==> src/rtl/serial_multi_reg_loader.sv <==
// serial_multi_reg_loader: framed serial loader into NCH parallel channel registers.
// Frame (MSB first): start bit 0, ADDR_W address bits, DATA_W data bits,
// then one even-parity bit when SERIAL_LOADER_PARITY_EN is defined.
// The commit happens on the edge that samples the last frame bit; done/err
// pulse in the following cycle.
//
// state | meaning
// IDLE  | line idle, waiting for a start bit (0)
// ADDR  | shifting in the channel address
// DATA  | shifting in the data word
// PAR   | sampling the parity bit (SERIAL_LOADER_PARITY_EN only)
module serial_multi_reg_loader #(
   parameter int DATA_W = 4,
   parameter int NCH    = 4,
   localparam int ADDR_W = $clog2(NCH)
) (
   input  logic                    CLK,
   input  logic                    RST,
   input  logic                    serIn,
   input  logic                    Zero,
   output logic [NCH*DATA_W-1:0]   Lout,
   output logic                    busy,
   output logic                    done,
   output logic                    err,
   output logic [ADDR_W-1:0]       last_addr
);

   localparam int MAXB  = (DATA_W > ADDR_W) ? DATA_W : ADDR_W;
   localparam int CNT_W = $clog2(MAXB) + 1;
   localparam logic [CNT_W-1:0]  ADDR_LAST = CNT_W'(ADDR_W - 1);
   localparam logic [CNT_W-1:0]  DATA_LAST = CNT_W'(DATA_W - 1);
   localparam logic [ADDR_W:0]   NCH_L     = (ADDR_W + 1)'(NCH);

`ifdef SERIAL_LOADER_PARITY_EN
   typedef enum logic [1:0] {IDLE, ADDR, DATA, PAR} state_t;
`else
   typedef enum logic [1:0] {IDLE, ADDR, DATA} state_t;
`endif

   state_t              state, state_nxt;
   logic [CNT_W-1:0]    cnt, cnt_nxt;
   logic [ADDR_W-1:0]   addr_sr, addr_nxt;
   logic [DATA_W-1:0]   data_sr, data_nxt;
   logic [ADDR_W:0]     addr_shift;
   logic [DATA_W:0]     data_shift;
   logic [DATA_W-1:0]   commit_word;
   logic                commit_ok, commit_bad, addr_ok;

   // the address is complete once the FSM reaches DATA, so it can be range-checked directly
   assign addr_shift = {addr_sr, serIn};
   assign data_shift = {data_sr, serIn};
   assign addr_ok    = ({1'b0, addr_sr} < NCH_L);
   assign busy       = (state != IDLE);

   // next-state, shift and commit decode
   always_comb begin
      state_nxt   = state;
      cnt_nxt     = cnt;
      addr_nxt    = addr_sr;
      data_nxt    = data_sr;
      commit_word = data_shift[DATA_W-1:0];
      commit_ok   = 1'b0;
      commit_bad  = 1'b0;
      case (state)
         IDLE: begin
            if (!serIn) begin
               state_nxt = ADDR;
               cnt_nxt   = '0;
            end
         end
         ADDR: begin
            addr_nxt = addr_shift[ADDR_W-1:0];
            if (cnt == ADDR_LAST) begin
               state_nxt = DATA;
               cnt_nxt   = '0;
            end else begin
               cnt_nxt = cnt + 1'b1;
            end
         end
         DATA: begin
            data_nxt = data_shift[DATA_W-1:0];
            if (cnt == DATA_LAST) begin
               cnt_nxt = '0;
`ifdef SERIAL_LOADER_PARITY_EN
               state_nxt = PAR;
`else
               state_nxt  = IDLE;
               commit_ok  = addr_ok;
               commit_bad = !addr_ok;
`endif
            end else begin
               cnt_nxt = cnt + 1'b1;
            end
         end
`ifdef SERIAL_LOADER_PARITY_EN
         PAR: begin
            state_nxt   = IDLE;
            commit_word = data_sr;
            commit_ok   = addr_ok && !((^addr_sr) ^ (^data_sr) ^ serIn);
            commit_bad  = !commit_ok;
         end
`endif
         default: state_nxt = IDLE;
      endcase
   end

   // FSM state register
   always_ff @(posedge CLK or posedge RST) begin
      if (RST) state <= IDLE;
      else     state <= state_nxt;
   end

   // bit counter and shift registers
   always_ff @(posedge CLK or posedge RST) begin
      if (RST) begin
         cnt     <= '0;
         addr_sr <= '0;
         data_sr <= '0;
      end else begin
         cnt     <= cnt_nxt;
         addr_sr <= addr_nxt;
         data_sr <= data_nxt;
      end
   end

   // channel registers; Zero wins over a same-edge commit but done still reports it
   always_ff @(posedge CLK or posedge RST) begin
      if (RST) begin
         Lout <= '0;
      end else if (Zero) begin
         Lout <= '0;
      end else if (commit_ok) begin
         for (int i = 0; i < NCH; i++) begin
            if (addr_sr == ADDR_W'(i)) Lout[i*DATA_W +: DATA_W] <= commit_word;
         end
      end
   end

   // status pulses and last committed address
   always_ff @(posedge CLK or posedge RST) begin
      if (RST) begin
         done      <= 1'b0;
         err       <= 1'b0;
         last_addr <= '0;
      end else begin
         done <= commit_ok;
         err  <= commit_bad;
         if (commit_ok) last_addr <= addr_sr;
      end
   end

endmodule

==> config.mk <==
export PLATFORM = sky130hd
export DESIGN_NAME = serial_multi_reg_loader
export DESIGN_NICKNAME = d
export VERILOG_FILES = /design/src/rtl/serial_multi_reg_loader.sv
export SDC_FILE = /design/constraint.sdc
export NUM_CORES = 1
export LEC_CHECK = 0
export CORE_MARGIN = 1
export CORE_UTILIZATION = 54
export CTS_CLUSTER_SIZE = 8
export DETAILED_ROUTE_END_ITERATION = 10
export HOLD_SLACK_MARGIN = 0.12
export PLACE_DENSITY = 0.82
export SLEW_MARGIN = 5
export SYNTH_ARGS = -nofsm -noshare
export SYNTH_HDL_FRONTEND = slang
export SYNTH_SLANG_ARGS = --single-unit
==> constraint.sdc <==
create_clock -name CLK -period 2.7 [get_ports CLK]
set_clock_uncertainty 0.1 [all_clocks]
set_input_delay 0.405 -clock CLK [delete_from_list [all_inputs] [get_ports CLK]]
set_output_delay 0.405 -clock CLK [all_outputs]
set_load 0.03 [all_outputs]
### Word level (Yosys, flattened, before mapping)

Cells that the tools add are included.

* register bits: 29
* output and inout bits: 21
* word-level logic and storage cells: 52

* add/subtract/negate cells: 1
* equality and inequality tests: 10
* mux-type cells: 16
* reductions and logical operators: 15

Operator list (count)
* 16-bit 2-to-1 mux: 2
* 4-bit 2-to-1 mux: 4
* 2-bit nonzero test: 6
* 2-bit AND reduction: 5
* 3-bit 2-to-1 mux: 3
* 3-bit one-hot mux with 3 select lines: 1
* 2-bit equality test (second input constant): 3
* 2-bit 2-to-1 mux: 3
* 2-bit != test (second input constant): 3
* 2-bit one-hot mux with 3 select lines: 1
* 2-bit by 1-bit equality test with 1-bit output (second input constant): 2
* 2-bit logical NOT: 2
* 3-bit by 1-bit adder with 3-bit output (second input constant): 1
* 3-bit by 1-bit equality test with 1-bit output (second input constant): 1
* 3-bit by 2-bit equality test with 1-bit output (second input constant): 1
* 3-bit AND reduction: 1
* 3-bit nonzero test: 1
* 1-bit 2-to-1 mux: 2

### Depth between registers and ports, before layout

* word-level depth: 5
* mapped depth: 7

### Worst setup path before layout

OpenSTA, ideal clock, no wires.

* path type: reg2reg
* start: reg state[0]
* end: reg state[0]
* setup time: 128 ps
* data arrival time: 1461 ps
* setup slack: 1011 ps
* cell stages (with the launch flop): 7
* buffers on the path: 1
* path through: dfrtp_1 -> inv_1 -> ha_1 -> buf_4 -> nor2b_1 -> a221oi_2 -> mux2_1

* cells in the longest elaborated chain, start to end: 3
* elaborated cells on any way between the ends: 8

Ends and longest elaborated chain
* start, declared: line 40 `state_t state, state_nxt;`
* start signal, assigned: line 110 `else state <= state_nxt;`
* 2-bit equality test (tied with other cells): line 64 `case (state)`
* 2-bit != test (no source line)
* 3-bit AND reduction (no source line)

Several ways; a longest one is shown, not always the timed one.
A chain may end at the register's enable or synchronous reset.

### Worst setup path in the final report

* start: reg state[0]
* end: out busy

* cells in the longest elaborated chain, start to end: 1

Ends and longest elaborated chain
* 2-bit nonzero test: line 53 `assign busy = (state != IDLE);`
* end, declared: line 22 `output logic busy,`

No other way between the ends.

==> impl_metrics.ini <==
[logic_synthesis]
synthSimpleGateAreaFrac_pct = 9.36
syn_area_um2 = 1350
synth-adder-area-share_pct = 8.34
netlist_top_cells_area = dfrtp_1 54%, mux2i_1 12%, ha_1 8.3%, mux2_2 5.8%, nor2_1 4.4%
synthCells = 112
synth_most_common_cell = dfrtp_1
synthesis.nets = 125
synth_mux_area_share_pct = 19.4
synth_top_cell_area_share_pct = 53.8
synth_top_family_by_area = multiplexers
syn_avg_cell_area_um2 = 12.1
synth_top_area_cell = dfrtp_1
async_flop_share_pct = 100
synth-compound-area-share_pct = 3.89
yosysWarnings = 0
ys_ff_latch = 29
synth_cell_types = 23
yosysSeqAreaShare_pct = 53.8
synth_xor_area_share_pct = 0
synth_edf_count = 0
ys.flop_type = dfrtp_1
synth_commonest_cells = 29 x dfrtp_1, 16 x mux2i_1, 16 x nor2_1, 10 x inv_1, 9 x ha_1

[worst_setup_path]
r2r_cells = 6
crit_path_start_kind = register
cp_data_arrival_time_ns = 1.79
cp-startpoint = state[0]
rr_startpoint = state[0]
rrSetupSlack_ns = 0.77
worst-path-max-fanout = 4
end_kind = output port
timing_worst_setup_path_type = reg -> out
required_ns = 2.19
reg2reg_to = Lout[3]

[grt]
grt_pass1_vias = 938
antenna_found_initial = 0
grt_pass1_wl_mm = 4.41
grt_max_degree = 30
grt.overflow.total = 0
track_usage_pct = 23.4

[cells_and_area]
area_growth_pct = 22.6
drive_gt1_share_pct = 12.9
antenna-diode-count = 0
final_nets = 152
final_cells = 168

[sta]
worstMarginPinSlew_ns = 0.553
min_period_over_period_pct = 85.0
hold_viol = 0
fmax_mhz = 436
finalSetupTns_ns = 0
finalMaxSlewViolations = 0
setup_viol = 0
rsz0062_at_grt = false
maxSlewHeadroom_pct = 63.0
post-route-min-period_ns = 2.29

[pwr]
powerDensity_nw_per_um2 = 743
leakage_nw = 0.842
p_int_mw = 0.786
p_seq_share_pct = 47.5
power_frac_clock_pct = 20.5
power_frac_comb_pct = 32.1
switchingPower_mw = 0.444
p_sw_share_pct = 36.1
peakVddDrop_v = 0.000674

[outcome]
status = finished, final reports clean

[clock_network]
cts_root_buf = clkbuf_4
htreeDepth = 2
cts_resized = 0
cts_buffer_depth = 2
clock-sinks = 29
clk_pin_slew_ns = 0.10
post_cts.repair.setup_buffers = 0
cts_hold_buf = 0
cts_tree = yes
cts_buffers = 5
clk_latency_ns = 0.32

[floorplan]
fp.dieArea_um2 = 2700
core-area_um2 = 2280
die_w_um = 52
initial_core_util_pct = 59.3
ioPinCount = 25
rows = 17
chipHeight_um = 52

[routing]
vias_per_cell = 5.36
drcViolationCount = 0
wirelength_mm = 2.57
wl_per_cell_um = 15.3
top_layer = met4
routedLengthMet1_mm = 1.13
final_antenna_net_count = 0
routed-wl-met2_mm = 1.31
initialDrtViolationCount = 5
dr_wl_met3_um = 93
via_count = 901
firstDrtPassIters = 4

[min_path]
hp-class = in -> async

[place]
dp_hpwl_mm = 1.79
gp_congestion = 0.729
dp_cells = 160
port_buffers = 23

[run]
drv_cap = 0
[power groups by stage]
| stage | combinational [mW] | sequential (mW) | clock, mW |
|---|---|---|---|
| 5_1_grt | 0.434 | 0.599 | 0.272 |
| 3_5_place_dp | 0.385 | 0.592 | 0 |
| 3_3_place_gp | 0.372 | 0.585 | 0 |
| 2_1_floorplan | 0.292 | 0.581 | 0 |
| 6_report | 0.394 | 0.584 | 0.252 |
| 4_1_cts | 0.395 | 0.583 | 0.255 |
[worst max path at each step]
stage,end,slack [ns],cells past startpoint
2_1_floorplan,state[0],1.01,6
3_3_place_gp,busy,0.81,4
3_5_place_dp,busy,0.75,4
4_1_cts,busy,0.38,4
5_1_grt,busy,0.29,4
6_report,busy,0.41,4
[final cells by class]
type / count / area (µm²)
sequential: 29 / 726
fill: 170 / 621
multi-input combinational: 68 / 557
timing repair buffer: 25 / 245
clock buffer: 5 / 37.5
inverter: 10 / 37.5
tap: 28 / 35.0
clock inverter: 3 / 17.5
[state kept, by name (all words and copies together) (netlist names)]
signal	count
done	1
last_addr	2
Lout	16
addr_sr	2
cnt	3
data_sr	3
state	2
[layer usage]
metal,vias up,GRT usage (%)
met3,4,7.31
met1,445,29.3
met4,0,8.11
li1,431,-
met5,-,0
met2,21,37.8
[kinds of logic (layout without fill, tap and decap cells)]
kind of cell | count (synthesis) | after routing
adder cells (fa/ha/maj) | 9 | 9
multiplexers | 25 | 25
flip-flops | 29 | 29
AO/OA/AOI/OAI | 7 | 7
buffers and inverters | 15 | 43
other | 1 | 1
AND/OR/NAND/NOR | 26 | 26
[worst max-delay path: stages (launching register included)]
cell	delay (ns)
dfrtp_1	0.40
inv_1	0.10
ha_1	0.24
inv_1	0.06
clkdlybuf4s50_1	0.67
[layout by cell type (no fill, tap or decap), types with 3 or more instances in the layout]
cell type / netlist / final
clkbuf_4: 0 / 5
clkdlybuf4s50_1: 0 / 23
dfrtp_1: 29 / 29
ha_1: 9 / 9
inv_1: 10 / 10
mux2_2: 7 / 7
mux2i_1: 16 / 16
nor2_1: 16 / 16
o22ai_1: 3 / 3
[per-stage QoR]
stage | power [mW] | utilization [%] | hold slack (ns) | instance area [µm²] | setup slack [ns]
after floorplan | 0.874 | - | 0.383 | 1350 | 1.01
after global placement | 0.957 | 70.3 | 0.391 | 1600 | 0.808
after detailed placement | 0.977 | 70.3 | 0.402 | 1600 | 0.748
after CTS | 1.23 | 72.7 | 0.342 | 1660 | 0.380
after global routing | 1.30 | 72.7 | 0.381 | 1660 | 0.291
final | 1.23 | 72.7 | 0.336 | 1660 | 0.406
Power figures use the tool's default switching activity.
